==> src/rtl/core2_dct_pkg.sv <==
// Shared widths, state encoding, atom codes and frame payload for the DCT trace sequencer.
package core2_dct_pkg;

  localparam int unsigned ATOM_W    = 2;
  localparam int unsigned NUM_ATOMS = 15;
  localparam int unsigned BUF_W     = ATOM_W * NUM_ATOMS;
  localparam int unsigned CNT_W     = 4;
  localparam int unsigned DROP_W    = 8;

  typedef enum logic [1:0] {
    RUN   = 2'd0,
    FLUSH = 2'd1,
    ENDED = 2'd2
  } state_e;

  // Plain-vector views of the state enum for the legacy-style FSM register.
  localparam logic [1:0] ST_RUN   = 2'(RUN);
  localparam logic [1:0] ST_FLUSH = 2'(FLUSH);
  localparam logic [1:0] ST_ENDED = 2'(ENDED);

  localparam logic [ATOM_W-1:0] NT  = 2'b00;
  localparam logic [ATOM_W-1:0] TK  = 2'b01;
  localparam logic [ATOM_W-1:0] EXC = 2'b10;
  localparam logic [ATOM_W-1:0] RSV = 2'b11;

  typedef struct packed {
    logic [BUF_W-1:0] data;
    logic [CNT_W-1:0] count;
  } frame_t;

endpackage

==> src/rtl/core2_dct_if.sv <==
// Atom input, frame output and monitor signals of the DCT trace sequencer.
interface core2_dct_if;
  import core2_dct_pkg::*;

  logic               atom_valid;
  logic [ATOM_W-1:0]  atom_data;
  logic               atom_ready;
  logic               flush_req;
  logic               test_ending;
  logic               frame_valid;
  logic               frame_ready;
  logic [BUF_W-1:0]   frame_data;
  logic [CNT_W-1:0]   frame_count;
  logic [BUF_W-1:0]   dct_buffer;
  logic [CNT_W-1:0]   dct_count;
  logic               test_has_ended;
  logic [DROP_W-1:0]  drop_count;

  modport master (
    output atom_valid, atom_data, flush_req, test_ending, frame_ready,
    input  atom_ready, frame_valid, frame_data, frame_count,
           dct_buffer, dct_count, test_has_ended, drop_count
  );

  modport slave (
    input  atom_valid, atom_data, flush_req, test_ending, frame_ready,
    output atom_ready, frame_valid, frame_data, frame_count,
           dct_buffer, dct_count, test_has_ended, drop_count
  );

endinterface

==> src/rtl/core2_dct_frame_slot.sv <==
// Single-entry valid/ready output register for finished DCT frames.
module core2_dct_frame_slot
  import core2_dct_pkg::*;
(
  input  logic   clk,
  input  logic   reset,
  input  logic   load,
  input  frame_t load_frame,
  input  logic   ready,
  output logic   valid,
  output frame_t frame,
  output logic   slot_free_c
);

  logic   valid_q, valid_d;
  frame_t frame_q, frame_d;

  assign slot_free_c = !valid_q | ready;

  // A load always wins over a drain so frames can stream back to back.
  always_comb begin
    valid_d = valid_q;
    frame_d = frame_q;
    if (load) begin
      valid_d = 1'b1;
      frame_d = load_frame;
    end else if (ready) begin
      valid_d = 1'b0;
    end
  end

  always_ff @(posedge clk) begin
    if (reset) begin
      valid_q <= 1'b0;
      frame_q <= '0;
    end else begin
      valid_q <= valid_d;
      frame_q <= frame_d;
    end
  end

  assign valid = valid_q;
  assign frame = frame_q;

endmodule

==> src/rtl/core2_dct_trace_sequencer.sv <==
// Packs 2-bit branch trace atoms into 15-atom frames and sequences the end-of-test drain.
module core2_dct_trace_sequencer
  import core2_dct_pkg::*;
(
  input logic         clk,
  input logic         reset,
  core2_dct_if.slave  bus
);

  logic [1:0]        state_q, state_d;
  logic              live_q, live_d;
  logic [BUF_W-1:0]  buf_q, buf_d;
  logic [CNT_W-1:0]  cnt_q, cnt_d;
  logic              flush_pending_q, flush_pending_d;
  logic [DROP_W-1:0] drop_q, drop_d;

  logic   in_run_c, full_c, slot_free_c, xfer_c, ready_c, acc_c;
  logic   slot_valid;
  frame_t slot_frame, xfer_frame;

  // live_q holds atom_ready low for the first cycle after reset releases.
  assign in_run_c = live_q & (state_q == ST_RUN);
  assign full_c   = (cnt_q == CNT_W'(NUM_ATOMS));
  assign xfer_c   = slot_free_c &
                    (full_c | ((flush_pending_q | (state_q == ST_FLUSH)) & (cnt_q != '0)));
  assign ready_c  = in_run_c & (!full_c | xfer_c);
  assign acc_c    = bus.atom_valid & ready_c;

  assign xfer_frame = '{data: buf_q, count: cnt_q};

  always_comb begin
    state_d         = state_q;
    live_d          = 1'b1;
    buf_d           = buf_q;
    cnt_d           = cnt_q;
    flush_pending_d = flush_pending_q;
    drop_d          = drop_q;

    // Transfer clears first so a same-cycle atom starts the next frame.
    if (xfer_c) begin
      buf_d = '0;
      cnt_d = '0;
    end
    if (acc_c) begin
      buf_d = {buf_d[BUF_W-ATOM_W-1:0], bus.atom_data};
      cnt_d = cnt_d + CNT_W'(1);
    end

    if (in_run_c & bus.flush_req) begin
      flush_pending_d = 1'b1;
    end else if (flush_pending_q & (xfer_c | ((cnt_q == '0) & !acc_c))) begin
      flush_pending_d = 1'b0;
    end

    if (in_run_c & bus.atom_valid & !ready_c & (drop_q != '1)) begin
      drop_d = drop_q + DROP_W'(1);
    end

    case (state_q)
      ST_RUN:   if (live_q & bus.test_ending) state_d = ST_FLUSH;
      ST_FLUSH: if ((cnt_q == '0) & !slot_valid) state_d = ST_ENDED;
      ST_ENDED: state_d = ST_ENDED;
      default:  state_d = ST_RUN;
    endcase
  end

  always_ff @(posedge clk) begin
    if (reset) begin
      state_q         <= ST_RUN;
      live_q          <= 1'b0;
      buf_q           <= '0;
      cnt_q           <= '0;
      flush_pending_q <= 1'b0;
      drop_q          <= '0;
    end else begin
      state_q         <= state_d;
      live_q          <= live_d;
      buf_q           <= buf_d;
      cnt_q           <= cnt_d;
      flush_pending_q <= flush_pending_d;
      drop_q          <= drop_d;
    end
  end

  core2_dct_frame_slot u_slot (
    .clk         (clk),
    .reset       (reset),
    .load        (xfer_c),
    .load_frame  (xfer_frame),
    .ready       (bus.frame_ready),
    .valid       (slot_valid),
    .frame       (slot_frame),
    .slot_free_c (slot_free_c)
  );

  assign bus.atom_ready     = ready_c;
  assign bus.frame_valid    = slot_valid;
  assign bus.frame_data     = slot_frame.data;
  assign bus.frame_count    = slot_frame.count;
  assign bus.dct_buffer     = buf_q;
  assign bus.dct_count      = cnt_q;
  assign bus.test_has_ended = (state_q == ST_ENDED);
  assign bus.drop_count     = drop_q;

endmodule

==> src/flat_wrapper.sv <==
// flat-port wrapper written by rule: the top's interface ports become plain ports
module core2_dct_trace_sequencer_flat import core2_dct_pkg::*;
  (clk, reset, bus_atom_valid, bus_atom_data, bus_flush_req, bus_test_ending, bus_frame_ready, bus_atom_ready, bus_frame_valid, bus_frame_data, bus_frame_count, bus_dct_buffer, bus_dct_count, bus_test_has_ended, bus_drop_count);
  core2_dct_if bus_i ();
  input logic clk;
  input logic reset;
  input wire logic [$bits(bus_i.atom_valid)-1:0] bus_atom_valid;
  input wire logic [$bits(bus_i.atom_data)-1:0] bus_atom_data;
  input wire logic [$bits(bus_i.flush_req)-1:0] bus_flush_req;
  input wire logic [$bits(bus_i.test_ending)-1:0] bus_test_ending;
  input wire logic [$bits(bus_i.frame_ready)-1:0] bus_frame_ready;
  output wire logic [$bits(bus_i.atom_ready)-1:0] bus_atom_ready;
  output wire logic [$bits(bus_i.frame_valid)-1:0] bus_frame_valid;
  output wire logic [$bits(bus_i.frame_data)-1:0] bus_frame_data;
  output wire logic [$bits(bus_i.frame_count)-1:0] bus_frame_count;
  output wire logic [$bits(bus_i.dct_buffer)-1:0] bus_dct_buffer;
  output wire logic [$bits(bus_i.dct_count)-1:0] bus_dct_count;
  output wire logic [$bits(bus_i.test_has_ended)-1:0] bus_test_has_ended;
  output wire logic [$bits(bus_i.drop_count)-1:0] bus_drop_count;
  assign bus_i.atom_valid = bus_atom_valid;
  assign bus_i.atom_data = bus_atom_data;
  assign bus_i.flush_req = bus_flush_req;
  assign bus_i.test_ending = bus_test_ending;
  assign bus_i.frame_ready = bus_frame_ready;
  assign bus_atom_ready = bus_i.atom_ready;
  assign bus_frame_valid = bus_i.frame_valid;
  assign bus_frame_data = bus_i.frame_data;
  assign bus_frame_count = bus_i.frame_count;
  assign bus_dct_buffer = bus_i.dct_buffer;
  assign bus_dct_count = bus_i.dct_count;
  assign bus_test_has_ended = bus_i.test_has_ended;
  assign bus_drop_count = bus_i.drop_count;
  core2_dct_trace_sequencer u_core (.clk(clk), .reset(reset), .bus(bus_i));
endmodule
==> config.mk <==
export PLATFORM = sky130hd
export DESIGN_NAME = core2_dct_trace_sequencer_flat
export DESIGN_NICKNAME = d
export VERILOG_FILES = /design/src/rtl/core2_dct_pkg.sv /design/src/rtl/core2_dct_if.sv /design/src/rtl/core2_dct_frame_slot.sv /design/src/rtl/core2_dct_trace_sequencer.sv /design/src/flat_wrapper.sv
export SDC_FILE = /design/constraint.sdc
export NUM_CORES = 1
export LEC_CHECK = 0
export ABC_AREA = 0
export CAP_MARGIN = 15
export CELL_PAD_IN_SITES_DETAIL_PLACEMENT = 1
export CELL_PAD_IN_SITES_GLOBAL_PLACEMENT = 1
export CORE_MARGIN = 5
export CORE_UTILIZATION = 45
export DETAILED_ROUTE_END_ITERATION = 6
export DONT_BUFFER_PORTS = 1
export HOLD_SLACK_MARGIN = 0.15
export MAX_ROUTING_LAYER = met4
export PLACE_DENSITY = 0.81
export SYNTH_ARGS = -nofsm -noshare
export SYNTH_HDL_FRONTEND = slang
export SYNTH_SLANG_ARGS = --single-unit
==> constraint.sdc <==
create_clock -name clk -period 2.9 [get_ports clk]
set_input_delay 0.435 -clock clk [delete_from_list [all_inputs] [get_ports clk]]
set_output_delay 0.435 -clock clk [all_outputs]
set_load 0.01 [all_outputs]
# [Word level (Yosys, flattened, before mapping)]
# Cells that the tools add are included.
[totals] ff_bits=81 inputBits=8 out_inout_bits=79 elab_cells=59
[op_classes] addsub=2 eq_ne=6 mux=12 n_bitwise=18 n_reduce_logical=11
[ops] op="$mux W30" count=2
[ops] op="$and A1 B1 Y1" count=13
[ops] op="$add A8 B1 Y8 const B" count=1
[ops] op="$mux W4" count=2
[ops] op="$ne A8 B8 Y1 const B" count=1
[ops] op="$pmux W2 S3" count=1
[ops] op="$reduce_bool A2 Y1" count=3
[ops] op="$mux W1" count=5
[ops] op="$or A1 B1 Y1" count=5
[ops] op="$add A4 B1 Y4 const B" count=1
[ops] op="$eq A4 B4 Y1 const B" count=1
[ops] op="$logic_not A1 Y1" count=4
[ops] op="$logic_not A4 Y1" count=1
[ops] op="$mux W2" count=2
[ops] op="$ne A2 B2 Y1 const B" count=2
[ops] op="$reduce_bool A4 Y1" count=1
[ops] op="$eq A2 B1 Y1 const B" count=1
[ops] op="$eq A2 B2 Y1 const B" count=1
[ops] op="$logic_not A2 Y1" count=1
[ops] op="$reduce_and A2 Y1" count=1

# [Depth between registers and ports, before layout]
# Gate-level depths: netlist (run 1).
[logic_depth] ltp_word=14 mapped_depth=8 ltp_nobuf=7

# [Cells and area by module]
# Synthesis (run 1) repeated with hierarchy kept, for this count alone.
[hier_totals] hier_cells=345 hier_area_um2=3363.2
[by_module_without_submodules] module="core2_dct_trace_sequencer" n_inst=1 cells_each=231 area_each_um2=2090.8 seq_area_each_um2=920.9
[by_module_without_submodules] module="core2_dct_frame_slot" n_inst=1 cells_each=114 area_each_um2=1272.5 seq_area_each_um2=700.7

# [Worst setup path after synthesis (run 1)]
# Ideal clock, no wire load.
[synth_path] path_kind="reg2reg" startpoint="reg u_core.state_q[1]" endpoint="reg u_core.flush_pending_q" setup_ns=0.092 arrival_time_ns=1.609 t_required_ns=2.808 setup_slack_ns=1.199 path_stages_with_launch=9 n_path_buf=2 period_less_slack_ns=1.701 cell_sequence="dfxtp_1 -> inv_1 -> ha_1 -> o21ai_0 -> a31o_2 -> buf_4 -> nand2_1 -> buf_2 -> o32ai_1"
[synth_between] elab_chain_cells=13 word_cells_on_any_way=17 classes_between="eq/ne: 1; mux: 1; bitwise: 12; reduce/logical: 3"
[synth_lines] item="start, declared" line="core2_dct_trace_sequencer.sv:10" source="logic [1:0] state_q, state_d;"
[synth_lines] item="start signal, assigned" line="core2_dct_trace_sequencer.sv:76" source="state_q <= state_d;"
[synth_lines] item="$eq A2 B1 Y1" line="core2_dct_trace_sequencer.sv:25" source="(full_c | ((flush_pending_q | (state_q == ST_FLUSH)) & (cnt_q != '0)));"
[synth_lines] item="$or A1 B1 Y1" line="core2_dct_trace_sequencer.sv:25"
[synth_lines] item="$and A1 B1 Y1" line="core2_dct_trace_sequencer.sv:25"
[synth_lines] item="$or A1 B1 Y1" line="core2_dct_trace_sequencer.sv:25"
[synth_lines] item="$and A1 B1 Y1" line="core2_dct_trace_sequencer.sv:24" source="assign xfer_c = slot_free_c &"
[synth_lines] item="$or A1 B1 Y1" line="core2_dct_trace_sequencer.sv:26" source="assign ready_c = in_run_c & (!full_c | xfer_c);"
[synth_lines] item="$and A1 B1 Y1" line="core2_dct_trace_sequencer.sv:26"
[synth_lines] item="$and A1 B1 Y1" line="core2_dct_trace_sequencer.sv:27" source="assign acc_c = bus.atom_valid & ready_c;"
[synth_lines] item="$logic_not A1 Y1" line="core2_dct_trace_sequencer.sv:51" source="end else if (flush_pending_q & (xfer_c | ((cnt_q == '0) & !acc_c))) begin"
[synth_lines] item="$and A1 B1 Y1" line="core2_dct_trace_sequencer.sv:51"
[synth_lines] item="$or A1 B1 Y1" line="core2_dct_trace_sequencer.sv:51"
[synth_lines] item="$and A1 B1 Y1" line="core2_dct_trace_sequencer.sv:51"
[synth_lines] item="$reduce_bool A2 Y1 (no source line)"
[synth_lines] item="end signal, assigned" line="core2_dct_trace_sequencer.sv:80" source="flush_pending_q <= flush_pending_d;"
[synth_lines] item="end, declared" line="core2_dct_trace_sequencer.sv:14" source="logic flush_pending_q, flush_pending_d;"
# Several ways; a longest one is shown, not always the timed one.
# A chain may end at the register's enable or synchronous reset.

# [Worst setup path in the final report (run 1)]
# Same ends and word-level chain as after synthesis.

==> impl_metrics.yaml, run 1 <==
synth:
  synth_seq_cells: 81
  ys_warn_count: 0
  ys_types: 43
  yosysSeqAreaShare: 0.505
  synth_area_um2: 3210
  avgSynthCellArea_um2: 8.23
  async_flop_share: 0
  synthFlopType: "dfxtp_1"
  synth_edf_count: 0
  synth_cells: 390
  syn_nets: 404
power_and_ir_drop:
  p_leak_uw: 0.00115
  ir_drop_v: 0.000414
  power.density_nw_per_um2: 696
worst_setup_path:
  ff2ff_path_depth: 7
  worstPathRequired_ps: 3150
  crit_fanout: 18
  arrival_ps: 2500
  endpoint_kind: "flop"
  worst-setup-path-type: "reg -> reg"
  r2r-start: "u_core.state_q[1]"
  r2r-end: "u_core.flush_pending_q"
  crit_end: "u_core.flush_pending_q"
  r2r_setup_slack_ps: 650
  critPathLaunch: "u_core.state_q[1]"
  crit_path_start_kind: "flop"
grt:
  grt_usage: 0.194
  grt_pass1_vias: 2583
  grt_max_degree: 36
  grt_antenna_before_repair: 0
  overflow: 0
  grt_pass1_wl_mm: 13.3
cts:
  cts_setup_buffers: 0
  clk_latency_ps: 350
  numCtsBuffers: 9
  path_clk_slew_ps: 70
  clock_sinks: 81
  clockBufferDepth: 2
  cts_resized: 0
  cts_root_buf: "clkbuf_8"
  tritoncts: "yes"
  htreeDepth: 3
routing:
  avgRoutedWirePerCell_um: 17.1
  drc: 0
  drt_iter0_drc: 72
  vias: 2639
  wirelength_mm: 8.35
  firstDrtPassIters: 4
  antenna_left: 0
  viasPerCell: 5.41
place:
  dp_hpwl_mm: 5.61
  placed_cells: 469
  gp_congestion: 0.770
  port_buffers: 0
timing:
  slew_headroom: 0.622
  finalCritPeriodShare: 0.777
  min_period_ps: 2250
  finalSetupViolCount: 0
  hold_viol: 0
  tightest_slew_ps: 566
  finClkSkew_ps: 8.75
  fmaxAchievable_mhz: 444
  slew_viol_final: 0
  hold_slack_ps: 166
  rsz0062_at_grt: "no"
  tns_ps: 0
finish:
  register_area_um2: 1620
  final_cells: 488
  fill_cells: 854
  insertedDiodeCount: 0
  multiInputGateArea_um2: 1440
  layout-drive-gt1-share: 0.0893
  area_growth_syn_to_layout_pct: 10.1
  nets: 401
  layout_common_cells: "nand2_1, dfxtp_1, a21oi_1"
  mostFrequentLayoutCell: "nand2_1"
worst_hold_path:
  hold_path.class: "in -> reg"
floorplanning:
  ios: 87
  num_rows: 30
  start_util: 0.467
  dieWidth_um: 94.5
  die_area_um2: 8920
  core_um2: 6870
  fp.dieH_um: 94.5
run_status:
  status: "complete, no violations"
flow_run:
  max_cap_viol_count: 0
cell type report:
| class | instances | share of cell area |
|---|---|---|
| Sequential cell | 81 | 0.459 |
| Multi-Input combinational cell | 278 | 0.408 |
| Clock buffer | 11 | 0.0372 |
| Timing Repair Buffer | 12 | 0.0340 |
| Tap cell | 96 | 0.0340 |
| Clock inverter | 5 | 0.0223 |
| Inverter | 5 | 0.00531 |
cell usage after synthesis (2+ instances only):
| cell | instances | area, µm² |
|---|---|---|
| inv_1 | 4 | 15.0 |
| a311oi_1 | 3 | 26.3 |
| a41oi_1 | 3 | 26.3 |
| nand2b_1 | 2 | 12.5 |
| nor4_1 | 4 | 25.0 |
| mux2_2 | 2 | 22.5 |
| a21oi_1 | 70 | 350 |
| buf_4 | 7 | 52.6 |
| nand2_1 | 141 | 529 |
| o21ai_0 | 3 | 15.0 |
| o21a_1 | 2 | 15.0 |
| a211oi_1 | 2 | 15.0 |
| clkbuf_1 | 7 | 26.3 |
| nor2b_1 | 3 | 18.8 |
| nor2_1 | 7 | 26.3 |
| nand3_1 | 6 | 30.0 |
| mux2i_1 | 3 | 30.0 |
| dfxtp_1 | 81 | 1620 |
| buf_2 | 11 | 55.1 |
| ha_1 | 6 | 75.1 |
power breakdown:
part,internal [µW],leakage [µW],switching (µW)
Clock,486,0.000108,400
Sequential,1140,0.000653,45.0
Combinational,131,0.000393,261
worst min path at each step:
| stage | cells past startpoint | from | endpoint | slack, ps |
|---|---|---|---|---|
| 2_1_floorplan | 2 | u_core.state_q[1] | u_core.state_q[1] | 450 |
| 3_3_place_gp | 2 | u_core.state_q[1] | u_core.state_q[1] | 460 |
| 3_5_place_dp | 2 | u_core.u_slot.frame[13] | u_core.u_slot.frame[13] | 490 |
| 4_1_cts | 1 | reset | u_core.u_slot.frame[29] | 150 |
| 5_1_grt | 1 | reset | u_core.u_slot.frame[1] | 150 |
| 6_report | 1 | reset | u_core.u_slot.frame[1] | 170 |
metrics by stage:
| step | power (µW) | utilization | cell area [µm²] | setup slack (ps) |
|---|---|---|---|---|
| after floorplan | 1500 | - | 3210 | 1200 |
| after global placement | 1580 | 0.478 | 3280 | 771 |
| after detailed placement | 1590 | 0.478 | 3280 | 672 |
| after CTS | 2490 | 0.513 | 3520 | 648 |
| after global routing | 2590 | 0.515 | 3530 | 391 |
| final | 2460 | 0.515 | 3530 | 646 |
logic make-up (layout without fill, tap and decap cells):
kind of cell             after synthesis  count (layout)  share of synthesized area
multiplexers                           5               5                     0.0164
buffers and inverters                 31              33                     0.0511
adder cells (fa/ha/maj)                6               6                     0.0234
flip-flops                            81              81                      0.505
AO/OA/AOI/OAI                         95              95                      0.176
AND/OR/NAND/NOR                      171             171                      0.225
XOR/XNOR                               1               1                    0.00273
timing repair:
action,in CTS,in global routing
endpoints found under the setup margin,0,0
hold buffers,2,1
endpoints found under the hold margin,35,2
flip-flops by register name, summed over array words and instances, names as in the netlist:
signal	flops
u_core.flush_pending_q	1
u_core.live_q	1
u_core.u_slot.valid	1
u_core.u_slot.frame	34
u_core.bus.drop_count	8
u_core.state_q	2
u_core.bus.dct_count	4
u_core.bus.dct_buffer	30
per-layer routing:
layer | vias to the layer above | track usage | wire (µm)
met5 | - | - | 0
met4 | 0 | 0.0625 | 97
met3 | 8 | 0.0653 | 616
met2 | 62 | 0.314 | 4090
met1 | 1258 | 0.229 | 3540
li1 | 1311 | - | -
critical path: stages, from the launching register on:
cell     delay (ps)
dfxtp_1         360
inv_1            90
ha_1            270
o21ai_0         430
a31o_2          520
nand2_1         130
buf_4           220
o32ai_1         140
Power figures use the tool's default switching activity.
==> inputs of run 2 (changes only) <==
Clock period 2.9 ns to 2.3 ns, I/O delays scaled along.
==> run 2 against run 1 <==
Hold slack got worse by 0.95 ps. Clock power is 31% higher. Die area unchanged. Largest power group unchanged. Critical path depth unchanged. Clock-buffer cell count is 1 higher. Critical endpoint is now u_core.u_slot.frame[10]. Flip-flop and latch count unchanged. Non-clock buffer count grew 4.
==> impl_metrics.yaml, run 2 (synthesis gave the netlist of run 1 again) <==
worst_setup_path:
  r2r_setup_slack_ps: 230
  crit_path_start_kind: "flop"
  arrival_ps: 2340
  crit_fanout: 20
  endpoint_kind: "flop"
  worst-setup-path-type: "reg -> reg"
  worstPathRequired_ps: 2570
finish:
  multiInputGateArea_um2: 1450
  fill_cells: 855
  final_cell_area_um2: 3570
  register_area_um2: 1620
  insertedDiodeCount: 0
  layout-drive-gt1-share: 0.0985
  mostFrequentLayoutCell: "nand2_1"
  largest_register_ffs: 34
  final_cells: 492
  area_growth_syn_to_layout_pct: 11.3
  nets: 405
  layout_common_cells: "nand2_1, dfxtp_1, a21oi_1"
worst_hold_path:
  hold_path.class: "in -> reg"
floorplanning:
  die_area_um2: 8920
  start_util: 0.467
  dieWidth_um: 94.5
  fp.dieH_um: 94.5
  ios: 87
  num_rows: 30
  core_um2: 6870
timing:
  hold_slack_ps: 165
  tns_ps: 0
  min_period_ps: 2070
  finClkSkew_ps: 10.8
  slew_viol_final: 0
  slew_headroom: 0.641
  finalCritPeriodShare: 0.899
  rsz0062_at_grt: "no"
  fmaxAchievable_mhz: 484
  finalSetupViolCount: 0
  hold_viol: 0
  tightest_slew_ps: 538
place:
  port_buffers: 0
  dp_hpwl_mm: 5.98
  gp_congestion: 0.822
  dpl-instance-area_um2: 3300
  placed_cells: 473
routing:
  antenna_left: 0
  drc: 0
  vias: 2729
  avgRoutedWirePerCell_um: 17.7
  firstDrtPassIters: 4
  drt_iter0_drc: 96
  viasPerCell: 5.55
  wirelength_mm: 8.73
grt:
  grt_max_degree: 47
  grt_usage: 0.203
  grt_antenna_before_repair: 0
  grt_pass1_vias: 2868
  overflow: 0
  grt_pass1_wl_mm: 13.9
cts:
  path_clk_slew_ps: 80
  numCtsBuffers: 9
  cts_root_buf: "clkbuf_8"
  tritoncts: "yes"
  clock_sinks: 81
  clk_latency_ps: 350
  htreeDepth: 3
  clockBufferDepth: 2
power_and_ir_drop:
  p_leak_uw: 0.00117
  power.density_nw_per_um2: 886
  ir_drop_v: 0.000539
run_status:
  status: "complete, no violations"
flow_run:
  max_cap_viol_count: 0
## run 2: changes by cell type in the layout (fill, tap and decap cells not counted)
cell | before | now
clkinvlp_4 | 0 | 1
buf_12 | 2 | 1
clkinv_2 | 2 | 0
a31o_4 | 0 | 1
inv_6 | 1 | 0
a31o_2 | 1 | 0
clkinv_4 | 0 | 1
buf_4 | 8 | 13
clkbuf_8 | 9 | 10
## run 2: layout make-up
cell class / count / area share
repair buffers: 16 / 0.0385
clock buffers: 12 / 0.0406
well taps: 96 / 0.0336
clock inverters: 4 / 0.0214
inverters: 5 / 0.00525
multi-input cells: 278 / 0.407
flip-flops and latches: 81 / 0.454
## run 2: worst paths after layout
check,startpoint,depth (start not counted),end
worst max-delay path,u_core.state_q[1],7,u_core.u_slot.frame[10]
worst min-delay path,bus_flush_req,2,u_core.flush_pending_q
worst max register to register,u_core.state_q[1],7,u_core.u_slot.frame[10]
worst min register to register,u_core.u_slot.frame[15],2,u_core.u_slot.frame[15]
## run 2: critical path: stages, from the launching register on
cell     delay (ps)
dfxtp_1         360
inv_1            90
ha_1            280
o21ai_0         380
a31o_4          360
buf_4           280
nand2_1          90
a21oi_1         160
## run 2: stage by stage
step	utilization	power, µW	setup WS (ps)
2_1_floorplan	-	1890	599
3_3_place_gp	0.481	1990	356
3_5_place_dp	0.481	2020	231
4_1_cts	0.519	3200	138
5_1_grt	0.520	3300	25.6
6_report	0.520	3170	232
## run 2: timing repair
action / 4_1_cts / 5_1_grt
hold endpoints to repair: 46 / 0
hold buffers: 3 / 0
endpoints found under the setup margin: 0 / 1
resized for setup: 0 / 1
buffers inserted: 0 / 0
## run 2: metal layers
metal | up-vias | track usage | share of wire
li1 | 1315 | - | -
met1 | 1330 | 0.212 | 0.40
met2 | 70 | 0.354 | 0.51
met3 | 14 | 0.0622 | 0.069
met4 | 0 | 0.0889 | 0.017
met5 | - | - | 0
## run 2: where the power goes
group          leakage [µW]  switching, µW  total, µW  internal, µW
Sequential         0.000653           48.1       1480          1440
Clock              0.000107            517       1160           645
Combinational      0.000409            353        521           168
